==> src/rtl/picomips_sequencer.sv <==
// Multi-cycle control sequencer for picoMIPS: fetches over a req/ack handshake,
// holds the instruction register and steps FETCH/DECODE/EXEC/WB with one-cycle strobes.
module picomips_sequencer #(
    parameter int         IW      = 24,
    parameter logic [5:0] HALT_OP = 6'h3F,
    parameter int         CW      = 16
) (
    input  logic          clk,
    input  logic          nReset,
    input  logic          start,
    output logic          imem_req,
    input  logic          imem_ack,
    input  logic [IW-1:0] imem_rdata,
    output logic [IW-1:0] ir,
    input  logic          PCincr,
    input  logic          PCabsbranch,
    input  logic          PCrelbranch,
    input  logic          w,
    output logic          pc_ld,
    output logic [1:0]    pc_sel,
    output logic          flags_we,
    output logic          reg_we,
    output logic          halted,
    output logic [CW-1:0] icount
);

    typedef enum logic [2:0] {
        IDLE,
        FETCH,
        DECODE,
        EXEC,
        WB,
        HALTED
    } state_t;

    state_t     state;
    state_t     next_state;
    logic [5:0] opcode;

    assign opcode = ir[IW-1:IW-6];

    always_ff @(posedge clk or negedge nReset) begin
        if (!nReset) begin
            state <= IDLE;
        end else begin
            state <= next_state;
        end
    end

    // Strobes are pure state decodes; only the WB-cycle PC/register strobes
    // look through to the decoder, whose inputs are stable by then.
    always_comb begin
        next_state = state;
        imem_req   = 1'b0;
        flags_we   = 1'b0;
        reg_we     = 1'b0;
        pc_ld      = 1'b0;
        pc_sel     = 2'b00;
        halted     = 1'b0;
        case (state)
            IDLE: begin
                if (start) begin
                    next_state = FETCH;
                end
            end
            FETCH: begin
                imem_req = 1'b1;
                if (imem_ack) begin
                    next_state = DECODE;
                end
            end
            DECODE: begin
                if (opcode == HALT_OP) begin
                    next_state = HALTED;
                end else begin
                    next_state = EXEC;
                end
            end
            EXEC: begin
                flags_we   = 1'b1;
                next_state = WB;
            end
            WB: begin
                reg_we = w;
                pc_ld  = PCabsbranch | PCrelbranch | PCincr;
                if (PCabsbranch) begin
                    pc_sel = 2'b01;
                end else if (PCrelbranch) begin
                    pc_sel = 2'b10;
                end else begin
                    pc_sel = 2'b00;
                end
                next_state = FETCH;
            end
            HALTED: begin
                halted = 1'b1;
                if (start) begin
                    next_state = FETCH;
                end
            end
            default: begin
                next_state = IDLE;
            end
        endcase
    end

    always_ff @(posedge clk or negedge nReset) begin
        if (!nReset) begin
            ir <= '0;
        end else if (state == FETCH && imem_ack) begin
            ir <= imem_rdata;
        end
    end

    // Counts on the WB edge so a halt instruction never retires.
    always_ff @(posedge clk or negedge nReset) begin
        if (!nReset) begin
            icount <= '0;
        end else if (state == WB) begin
            icount <= icount + CW'(1);
        end
    end

endmodule

==> config.mk <==
export PLATFORM = sky130hd
export DESIGN_NAME = picomips_sequencer
export DESIGN_NICKNAME = d
export VERILOG_FILES = /design/src/rtl/picomips_sequencer.sv
export SDC_FILE = /design/constraint.sdc
export NUM_CORES = 1
export LEC_CHECK = 0
export BUFFER_PORTS_ARGS = -buffer_cell sky130_fd_sc_hd__buf_2
export CAP_MARGIN = 15
export CORE_MARGIN = 2
export CORE_UTILIZATION = 35
export DETAILED_ROUTE_END_ITERATION = 12
export SYNTH_ARGS = -nofsm -noshare
export SYNTH_HDL_FRONTEND = slang
export SYNTH_SLANG_ARGS = --single-unit
==> constraint.sdc <==
create_clock -name clk -period 2.03 [get_ports clk]
set_input_delay 0.203 -clock clk [delete_from_list [all_inputs] [get_ports clk]]
set_output_delay 0.203 -clock clk [all_outputs]
set_load 0.005 [all_outputs]
==> metrics.csv, run 1 <==
metric,value,unit
gp_congestion,0.691,
grt-ovfl-total,0,
status,completed,
pin_count_of_the_biggest_net_entering_global_routing,25,
worst-endpoint-arrival,1.60,ns
clk_pin_slew,0.08,ns
transition_time_at_the_pin_with_the_least_slew_margin,0.514,ns
finClkSkew,0.00251,ns
cp_data_required_time,1.83,ns
power_density,1220,nW/um^2
stdcell_count,293,
yosys_reg_bits,43,
nets,255,
routed_via_density,4.67,
postSynthCellCount,139,
place.port_buffers,78,
critical_path.endpoint_type,output pin,
first_global_vias,1352,
critical_path_peak_fanout,10,
num_rows,26,
chipWidth,77.1,um
dp_hpwl,2820,um
num_vias,1369,
yosysMostFrequentCell,dfrtp_1,
tritoncts_clock_tree,done,
synth_nets,172,
drtAntennaViolNets,0,
route.final.wire_length,3760,um
placed_cell_area,2330,um^2
total_power,2.94,mW
grt_setup_unrepaired,false,
final.period_utilization,88.9,%
cts_buffer_count,5,
slew_headroom,65.8,%
buffer_levels_on_the_longest_clock_path,2,
synth_top_area_share,57.5,%
antenna-diode-count,0,
final_util,47.1,%
post_synth_instance_area,1870,um^2
crit_path_start_kind,register,
hold_viol,0,
drt_iter0_drc,26,
final_layout_size_suffix_gt1_share,52.5,%
cts_setup_buffers,0,
synth_top_flop_cell,dfrtp_1,
post-route-min-period,1.80,ns
area_delta_synth_final,29.3,%
io-pin-count,79,
synth_edf_count,0,
synthArstFlopShare,100,%
syn_avg_cell_area,13.5,um^2
grt_antenna_before_repair,0,
synth_sequential_area_ratio,57.5,%
totalNegativeSetupSlack,0,ns
htree_num_levels,2,
max_freq,554,MHz
maximum_vdd_drop,0.718,mV
initial_core_util,36.4,%
cts.sink_count,43,
clock_tree.root_cell,clkbuf_8,
maxCapViolCount,0,
first_pass_iters,4,
ys_warn_count,0,
synth_largest_area_cell,dfrtp_1,
worst_skew_pair.late_latency,0.29,ns
layout.cell_area.non_filler,2420,um^2
wl_per_cell,12.8,um
drt_drc_violations_left,0,
grt_first_pass_wirelength,6400,um
ys_top_cells_by_count,"dfrtp_1 (43), mux2_2 (25), xnor2_1 (9)",
final_max_slew_viol_count,0,
most_area_consuming_cells_after_synthesis,"dfrtp_1 (57%), mux2_2 (15%), xnor2_1 (4.2%)",
min-delay-path-class,primary input to register,
yosys_cell_types,31,
placed_cells_incl_taps,284,
p_leak,1.23,nW
finalSetupViolCount,0,
setup.worst_path.class,register to output pin,
dieHeight,77.1,um
core_region_area,5140,um^2
global_route.usage.total,13.4,%
die-area,5950,um^2
[registers in the layout (all words and copies together), names as in the netlist]
name / cells
ir: 24
icount: 16
state: 3
[worst paths after layout]
kind / start / endpoint / slack, ns / depth (start not counted)
worst max-delay path: state[2] / pc_sel[1] / 0.23 / 3
worst min-delay path: imem_rdata[18] / ir[18] / 0.14 / 2
worst max register to register: state[0] / ir[10] / 0.44 / 4
worst min register to register: icount[15] / icount[15] / 0.46 / 1
max in group asynchronous: nReset / ir[21] / 1.12 / 3
min in group asynchronous: nReset / icount[15] / 0.42 / 2
[layout by cell type (no fill, tap or decap), types with 2 or more instances in the layout]
master	instances
and4b_1	2
and4_1	2
a21oi_1	2
clkbuf_8	5
nor2_1	6
mux2_2	25
nand2_1	7
and3_1	2
clkbuf_1	2
nor3_1	3
buf_2	78
inv_1	3
nand4_1	5
xnor2_1	9
xor2_1	6
nand3_1	3
dfrtp_1	43
and2_1	2
[metal layers]
layer	vias to the layer above	global-route usage, %	share of wire [%]
li1	661	-	-
met1	638	18.4	45
met2	64	18.3	42
met3	6	6.82	12
met4	0	4.29	0.98
met5	-	0	0
[worst max-delay path, cell delays in order, from the launching register on]
cell and delay (ns):
dfrtp_1 0.53, nor3b_4 0.47, and3b_1 0.21, buf_2 0.10
[layout make-up]
class,count,area [um^2]
clock buffers,7,76.3
repair buffers,81,428
multi-input cells,88,736
clock inverters,1,5.00
flip-flops and latches,43,1080
inverters,3,11.3
fillers,504,2720
well taps,70,87.6
[cell families after synthesis]
kind of cell | after synthesis | share of synthesized area (%)
AOI/OAI and AO/OA | 6 | 2.27
xor gates and xnor gates | 15 | 7.02
adders and majority gates | 1 | 0.668
buffers and inverters | 8 | 3.21
DFF | 43 | 57.5
muxes | 25 | 15.0
and+or+nand+nor | 41 | 14.3
[timing repair]
action | in CTS | in global routing
hold buffers | 1 | 0
hold endpoints to repair | 21 | 0
gates resized for setup | 0 | 0
[power by group]
part	leakage (nW)	switching (mW)	total (mW)	internal [mW]
registers	0.540	0.271	1.44	1.17
clock network	0.0422	0.270	0.511	0.241
logic	0.647	0.394	0.991	0.597
[stage by stage]
| stage | hold WS [ns] | worst slack (ns) |
|---|---|---|
| after floorplan | -0.0926 | 0.617 |
| after global placement | 0.209 | 0.492 |
| after detailed placement | 0.215 | 0.418 |
| after CTS | 0.132 | 0.195 |
| after global routing | 0.133 | 0.0649 |
| final | 0.139 | 0.226 |
Power figures use the tool's default switching activity.
==> run 2, diff against run 1 <==
--- a/config.mk
+++ b/config.mk
@@ -10,6 +10,7 @@
 export CORE_MARGIN = 2
 export CORE_UTILIZATION = 35
 export DETAILED_ROUTE_END_ITERATION = 12
+export MAX_ROUTING_LAYER = met4
 export SYNTH_ARGS = -nofsm -noshare
 export SYNTH_HDL_FRONTEND = slang
 export SYNTH_SLANG_ARGS = --single-unit
==> metrics.csv, run 2 (synthesis results as in run 1) <==
metric,value,unit,change
status,completed,,unchanged
grt_most_used_layer,met1,,unchanged
worst_skew_pair.late_latency,0.29,ns,about the same
clk_pin_slew,0.08,ns,about the same
place.port_buffers,78,,unchanged
io-pin-count,79,,unchanged
setup.worst_path.class,register to output pin,,unchanged
num_vias,1367,,"was 1,369"
wl_per_cell,12.8,um,about the same
final_max_slew_viol_count,0,,unchanged
layout.cell_area.non_filler,2420,um^2,unchanged
power_density,1220,nW/um^2,about the same
placed_cell_area,2330,um^2,unchanged
final_layout_size_suffix_gt1_share,52.5,%,unchanged
routed_via_density,4.67,,about the same
grtUsageMet2,18.3,%,unchanged
fillerInstances,504,,unchanged
pwr-share-seq,48.9,%,was 49.0%
grt_antenna_before_repair,0,,unchanged
min-delay-path-class,primary input to register,,unchanged
route.final.wire_length,3750,um,was 3760 um
cts-resized-gates,0,,unchanged
hold_viol,0,,unchanged
worst-endpoint-arrival,1.60,ns,about the same
dieHeight,77.1,um,unchanged
initial_core_util,36.4,%,unchanged
final.period_utilization,88.9,%,about the same
num_rows,26,,unchanged
drt_iter0_drc,26,,unchanged
gp_congestion,0.699,,was 0.691
largest_reg_flops,24,,unchanged
p_leak,1.23,nW,unchanged
dp_hpwl,2820,um,unchanged
final_util,47.1,%,unchanged
first_global_vias,1354,,"was 1,352"
mostFrequentLayoutCell,buf_2,,unchanged
grt_use_met1,19.4,%,was 18.4%
drtAntennaViolNets,0,,unchanged
grt_first_pass_wirelength,6400,um,unchanged
total_power,2.94,mW,about the same
cts.sink_count,43,,unchanged
grt_util_met3,5.29,%,was 6.82%
max_freq,554,MHz,about the same
core_region_area,5140,um^2,unchanged
cts_buffer_count,5,,unchanged
regMostFlops,ir,,unchanged
post-route-min-period,1.80,ns,about the same
buffer_levels_on_the_longest_clock_path,2,,unchanged
area.sequential,1080,um^2,unchanged
p_sw_share,31.8,%,about the same
nets,255,,unchanged
reg.largest.list,"ir x24, icount x16, state x3",,unchanged
finClkSkew,0.00251,ns,about the same
pwr-share-clk,17.3,%,was 17.4%
cp_data_required_time,1.83,ns,about the same
clock_tree.root_cell,clkbuf_8,,unchanged
slew_headroom,65.8,%,about the same
antenna-diode-count,0,,unchanged
global_route.usage.total,13.8,%,was 13.4%
drt_drc_violations_left,0,,unchanged
tritoncts_clock_tree,done,,unchanged
chipWidth,77.1,um,unchanged
maxCapViolCount,0,,unchanged
first_pass_iters,4,,unchanged
critical_path_peak_fanout,10,,unchanged
finalSetupViolCount,0,,unchanged
grt-ovfl-total,0,,unchanged
maximum_vdd_drop,0.715,mV,was 0.718 mV
grt_setup_unrepaired,false,,unchanged
layout_common_cells,"buf_2 (78), dfrtp_1 (43), mux2_2 (25), xnor2_1 (9), nand2_1 (7)",,unchanged
critical_path.endpoint_type,output pin,,unchanged
pin_count_of_the_biggest_net_entering_global_routing,25,,unchanged
die-area,5950,um^2,unchanged
crit_path_start_kind,register,,unchanged
area_delta_synth_final,29.3,%,unchanged
multi_input_area,736,um^2,unchanged
transition_time_at_the_pin_with_the_least_slew_margin,0.513,ns,was 0.514 ns
intPower,2.01,mW,about the same
totalNegativeSetupSlack,0,ns,unchanged
switching_power,0.937,mW,was 0.936 mW
power.combinational.fraction,33.7,%,about the same
htree_num_levels,2,,unchanged
==> run 2: cell counts in the layout (fill, tap and decap cells not counted) <==
Identical to the previous run, type by type.
==> run 2: path summary, 6_finish.rpt <==
path                                     start    endpoint  slack, ns  depth (start not counted)
worst max-delay path                  state[2]   pc_sel[1]       0.23                          3
worst min-delay path            imem_rdata[23]      ir[23]       0.14                          2
worst max register to register        state[0]      ir[10]       0.44                          4
worst min register to register      icount[15]  icount[15]       0.46                          1
max in group asynchronous               nReset      ir[21]       1.12                          3
min in group asynchronous               nReset  icount[15]       0.42                          2
==> run 2: through the flow <==
stage | hold slack, ns | setup WS (ns) | instances
global route | 0.133 | 0.0649 | 293
finish | 0.140 | 0.226 | 293
CTS | 0.132 | 0.195 | 293
detailed placement | 0.215 | 0.418 | 284
floorplan | -0.0926 | 0.617 | 139
global placement | 0.209 | 0.492 | 284
==> run 2: layout make-up <==
type                            count  share of cell area, %
Multi-Input combinational cell     88                   30.4
Clock buffer                        7                   3.15
Inverter                            3                  0.465
Timing Repair Buffer               81                   17.7
Clock inverter                      1                  0.207
Sequential cell                    43                   44.5
Tap cell                           70                   3.62
==> run 2: power by group through the flow <==
| stage | clock network (mW) | registers [mW] | logic, mW |
|---|---|---|---|
| floorplan | 0 | 1.40 | 0.648 |
| global placement | 0 | 1.45 | 0.990 |
| detailed placement | 0 | 1.45 | 1.02 |
| CTS | 0.531 | 1.45 | 1.02 |
| global route | 0.572 | 1.50 | 1.10 |
| finish | 0.511 | 1.44 | 0.992 |
==> run 2: worst max-delay path, cell delays in order, from the launching register on <==
cell and delay (ns):
dfrtp_1 0.53, nor3b_4 0.47, and3b_1 0.21, buf_2 0.10
==> run 2: repair_timing <==
| action | CTS | global route |
|---|---|---|
| setup buffers | 0 | 0 |
| endpoints found under the hold margin | 21 | 0 |
| hold buffers | 1 | 0 |
==> run 2: routing by layer <==
metal  routed length (um)  part of all wire, %  up-vias
met1                 1770                   47      636
li1                     -                    -      661
met3                  363                  9.7        6
met5                    0                    0        -
met4                   37                 0.99        0
met2                 1580                   42       64
==> run 3, diff against run 2 <==
--- a/config.mk
+++ b/config.mk
@@ -6,7 +6,7 @@
 export NUM_CORES = 1
 export LEC_CHECK = 0
 export BUFFER_PORTS_ARGS = -buffer_cell sky130_fd_sc_hd__buf_2
-export CAP_MARGIN = 15
+export CAP_MARGIN = 5
 export CORE_MARGIN = 2
 export CORE_UTILIZATION = 35
 export DETAILED_ROUTE_END_ITERATION = 12
==> constraint.sdc (replaced) <==
create_clock -name clk -period 1.8 [get_ports clk]
set_input_delay 0.18 -clock clk [delete_from_list [all_inputs] [get_ports clk]]
set_output_delay 0.18 -clock clk [all_outputs]
set_load 0.005 [all_outputs]
==> metrics.csv, run 3 (synthesis results as in run 1) <==
metric,value,unit,change
status,completed,,unchanged
chipWidth,77.1,um,unchanged
core_region_area,5140,um^2,unchanged
highest-signal-layer,met4,,unchanged
buffer_levels_on_the_longest_clock_path,2,,unchanged
total_power,3.52,mW,was 2.94 mW
drt_iter0_drc,38,,was 26
p_sw_share,31.0,%,was 31.8%
fillerInstances,497,,was 504
wl_per_cell,12.8,um,about the same
pwr-share-clk,21.2,%,was 17.3%
gp_congestion,0.737,,was 0.699
drt_drc_violations_left,0,,unchanged
totalNegativeSetupSlack,0,ns,unchanged
multi_input_area,736,um^2,unchanged
pwr-share-seq,46.0,%,was 48.9%
final.period_utilization,87.1,%,
final_util,48.0,%,was 47.1%
clk_pin_slew,0.08,ns,about the same
clock_tree.root_cell,clkbuf_8,,unchanged
max_freq,638,MHz,
largest_reg_flops,24,,unchanged
final_layout_size_suffix_gt1_share,53.8,%,was 52.5%
nets,257,,was 255
route.final.wire_length,3790,um,was 3750 um
switching_power,1.09,mW,was 0.937 mW
place.port_buffers,78,,unchanged
die-area,5950,um^2,unchanged
grt_antenna_before_repair,0,,unchanged
io-pin-count,79,,unchanged
final_max_slew_viol_count,0,,unchanged
worst_skew_pair.late_latency,0.29,ns,about the same
hold_viol,0,,unchanged
tritoncts_clock_tree,done,,unchanged
setup.worst_path.class,register to output pin,,unchanged
post-route-min-period,1.57,ns,
grt_first_pass_wirelength,6650,um,was 6400 um
mostFrequentLayoutCell,buf_2,,unchanged
crit_path_start_kind,register,,unchanged
routed_via_density,4.73,,was 4.67
dieHeight,77.1,um,unchanged
first_pass_iters,4,,unchanged
first_global_vias,1457,,"was 1,354"
drtAntennaViolNets,0,,unchanged
critical_path_peak_fanout,9,,was 10
finClkSkew,0.00459,ns,was 0.00251 ns
power.combinational.fraction,32.7,%,was 33.7%
cts_buffer_count,5,,unchanged
pin_count_of_the_biggest_net_entering_global_routing,25,,unchanged
finalSetupViolCount,0,,unchanged
reg.largest.list,"ir x24, icount x16, state x3",,unchanged
cp-startpoint,state[2],,unchanged
power_density,1430,nW/um^2,was 1220 nW/um^2
cts-resized-gates,0,,unchanged
area_delta_synth_final,31.8,%,was 29.3%
transition_time_at_the_pin_with_the_least_slew_margin,0.384,ns,was 0.513 ns
regMostFlops,ir,,unchanged
crit-reg2reg-capture,icount[11],,was ir[10]
ff2ff_path_depth,4,,unchanged
intPower,2.43,mW,was 2.01 mW
layout_common_cells,"buf_2 (78), dfrtp_1 (43), mux2_2 (25), xnor2_1 (9), nand2_1 (7)",,unchanged
global_route.usage.total,14.4,%,was 13.8%
min-delay-path-class,primary input to register,,unchanged
cts.sink_count,43,,unchanged
maximum_vdd_drop,0.912,mV,was 0.715 mV
endpoint,pc_sel[1],,unchanged
maxCapViolCount,0,,unchanged
p_leak,1.25,nW,was 1.23 nW
r2r_setup_slack,0.26,ns,was 0.44 ns
grt_setup_unrepaired,false,,unchanged
preCtsSetupSlack,0.269,ns,was 0.418 ns
critical_path.endpoint_type,output pin,,unchanged
met1_layer_wirelength_in_the_final_routing,1780,um,was 1770 um
cp_data_required_time,1.62,ns,was 1.83 ns
slew_headroom,74.4,%,was 65.8%
num_vias,1395,,"was 1,367"
num_rows,26,,unchanged
grt-ovfl-total,0,,unchanged
area.sequential,1080,um^2,unchanged
dp_hpwl,2800,um,was 2820 um
met2WireLength,1660,um,was 1580 um
detailed_route_wirelength_on_metal3,305,um,was 363 um
critical_r2r_launch,state[1],,was state[0]
initial_core_util,36.4,%,unchanged
htree_num_levels,2,,unchanged
postLayoutSetupSlackWorst,0.232,ns,was 0.226 ns
worst-endpoint-arrival,1.39,ns,was 1.60 ns
antenna-diode-count,0,,unchanged
## run 3: layer usage
metal	vias up	track usage, %
li1	662	-
met1	661	18.9
met2	66	21.6
met3	6	3.88
met4	0	4.82
met5	-	-
## run 3: layout make-up
type	count	area share, %
Multi-Input combinational cell	88	29.8
Clock inverter	3	1.78
Clock buffer	5	2.79
Inverter	3	0.457
Tap cell	70	3.55
Sequential cell	43	43.6
Timing Repair Buffer	83	18.0
## run 3: how the worst min path moves through the flow
stage	start	end	slack, ns	depth (start not counted)
after floorplan	nReset	icount[0]	-0.12	0
after global placement	nReset	icount[14]	0.1	1
after detailed placement	nReset	icount[15]	0.1	1
after CTS	imem_rdata[6]	ir[6]	0.1	2
after global routing	imem_rdata[7]	ir[7]	0.1	2
final	imem_rdata[15]	ir[15]	0.11	2
## run 3: power by group through the flow
stage	clock [mW]	combinational [mW]	sequential (mW)
final	0.746	1.15	1.62
after global routing	0.815	1.28	1.68
after CTS	0.779	1.18	1.62
after detailed placement	0	1.17	1.64
after global placement	0	1.15	1.63
after floorplan	0	0.731	1.58
## run 3: stage by stage
| stage | cell area [um^2] | hold slack, ns | std cells |
|---|---|---|---|
| after detailed placement | 2340 | 0.0975 | 285 |
| final | 2470 | 0.114 | 295 |
| after global placement | 2340 | 0.0985 | 285 |
| after CTS | 2470 | 0.0973 | 295 |
| after floorplan | 1870 | -0.116 | 139 |
| after global routing | 2470 | 0.0999 | 295 |
## run 3: repair_timing
action | 4_1_cts | 5_1_grt
endpoints found under the hold margin | 13 | 0
hold buffers | 1 | 0
endpoints found under the setup margin | 1 | 0
setup buffers | 1 | 0
## run 3: critical path: stages, from the launching register on
cell,delay [ns]
dfrtp_1,0.52
nor3b_4,0.29
and3b_1,0.18
buf_2,0.10
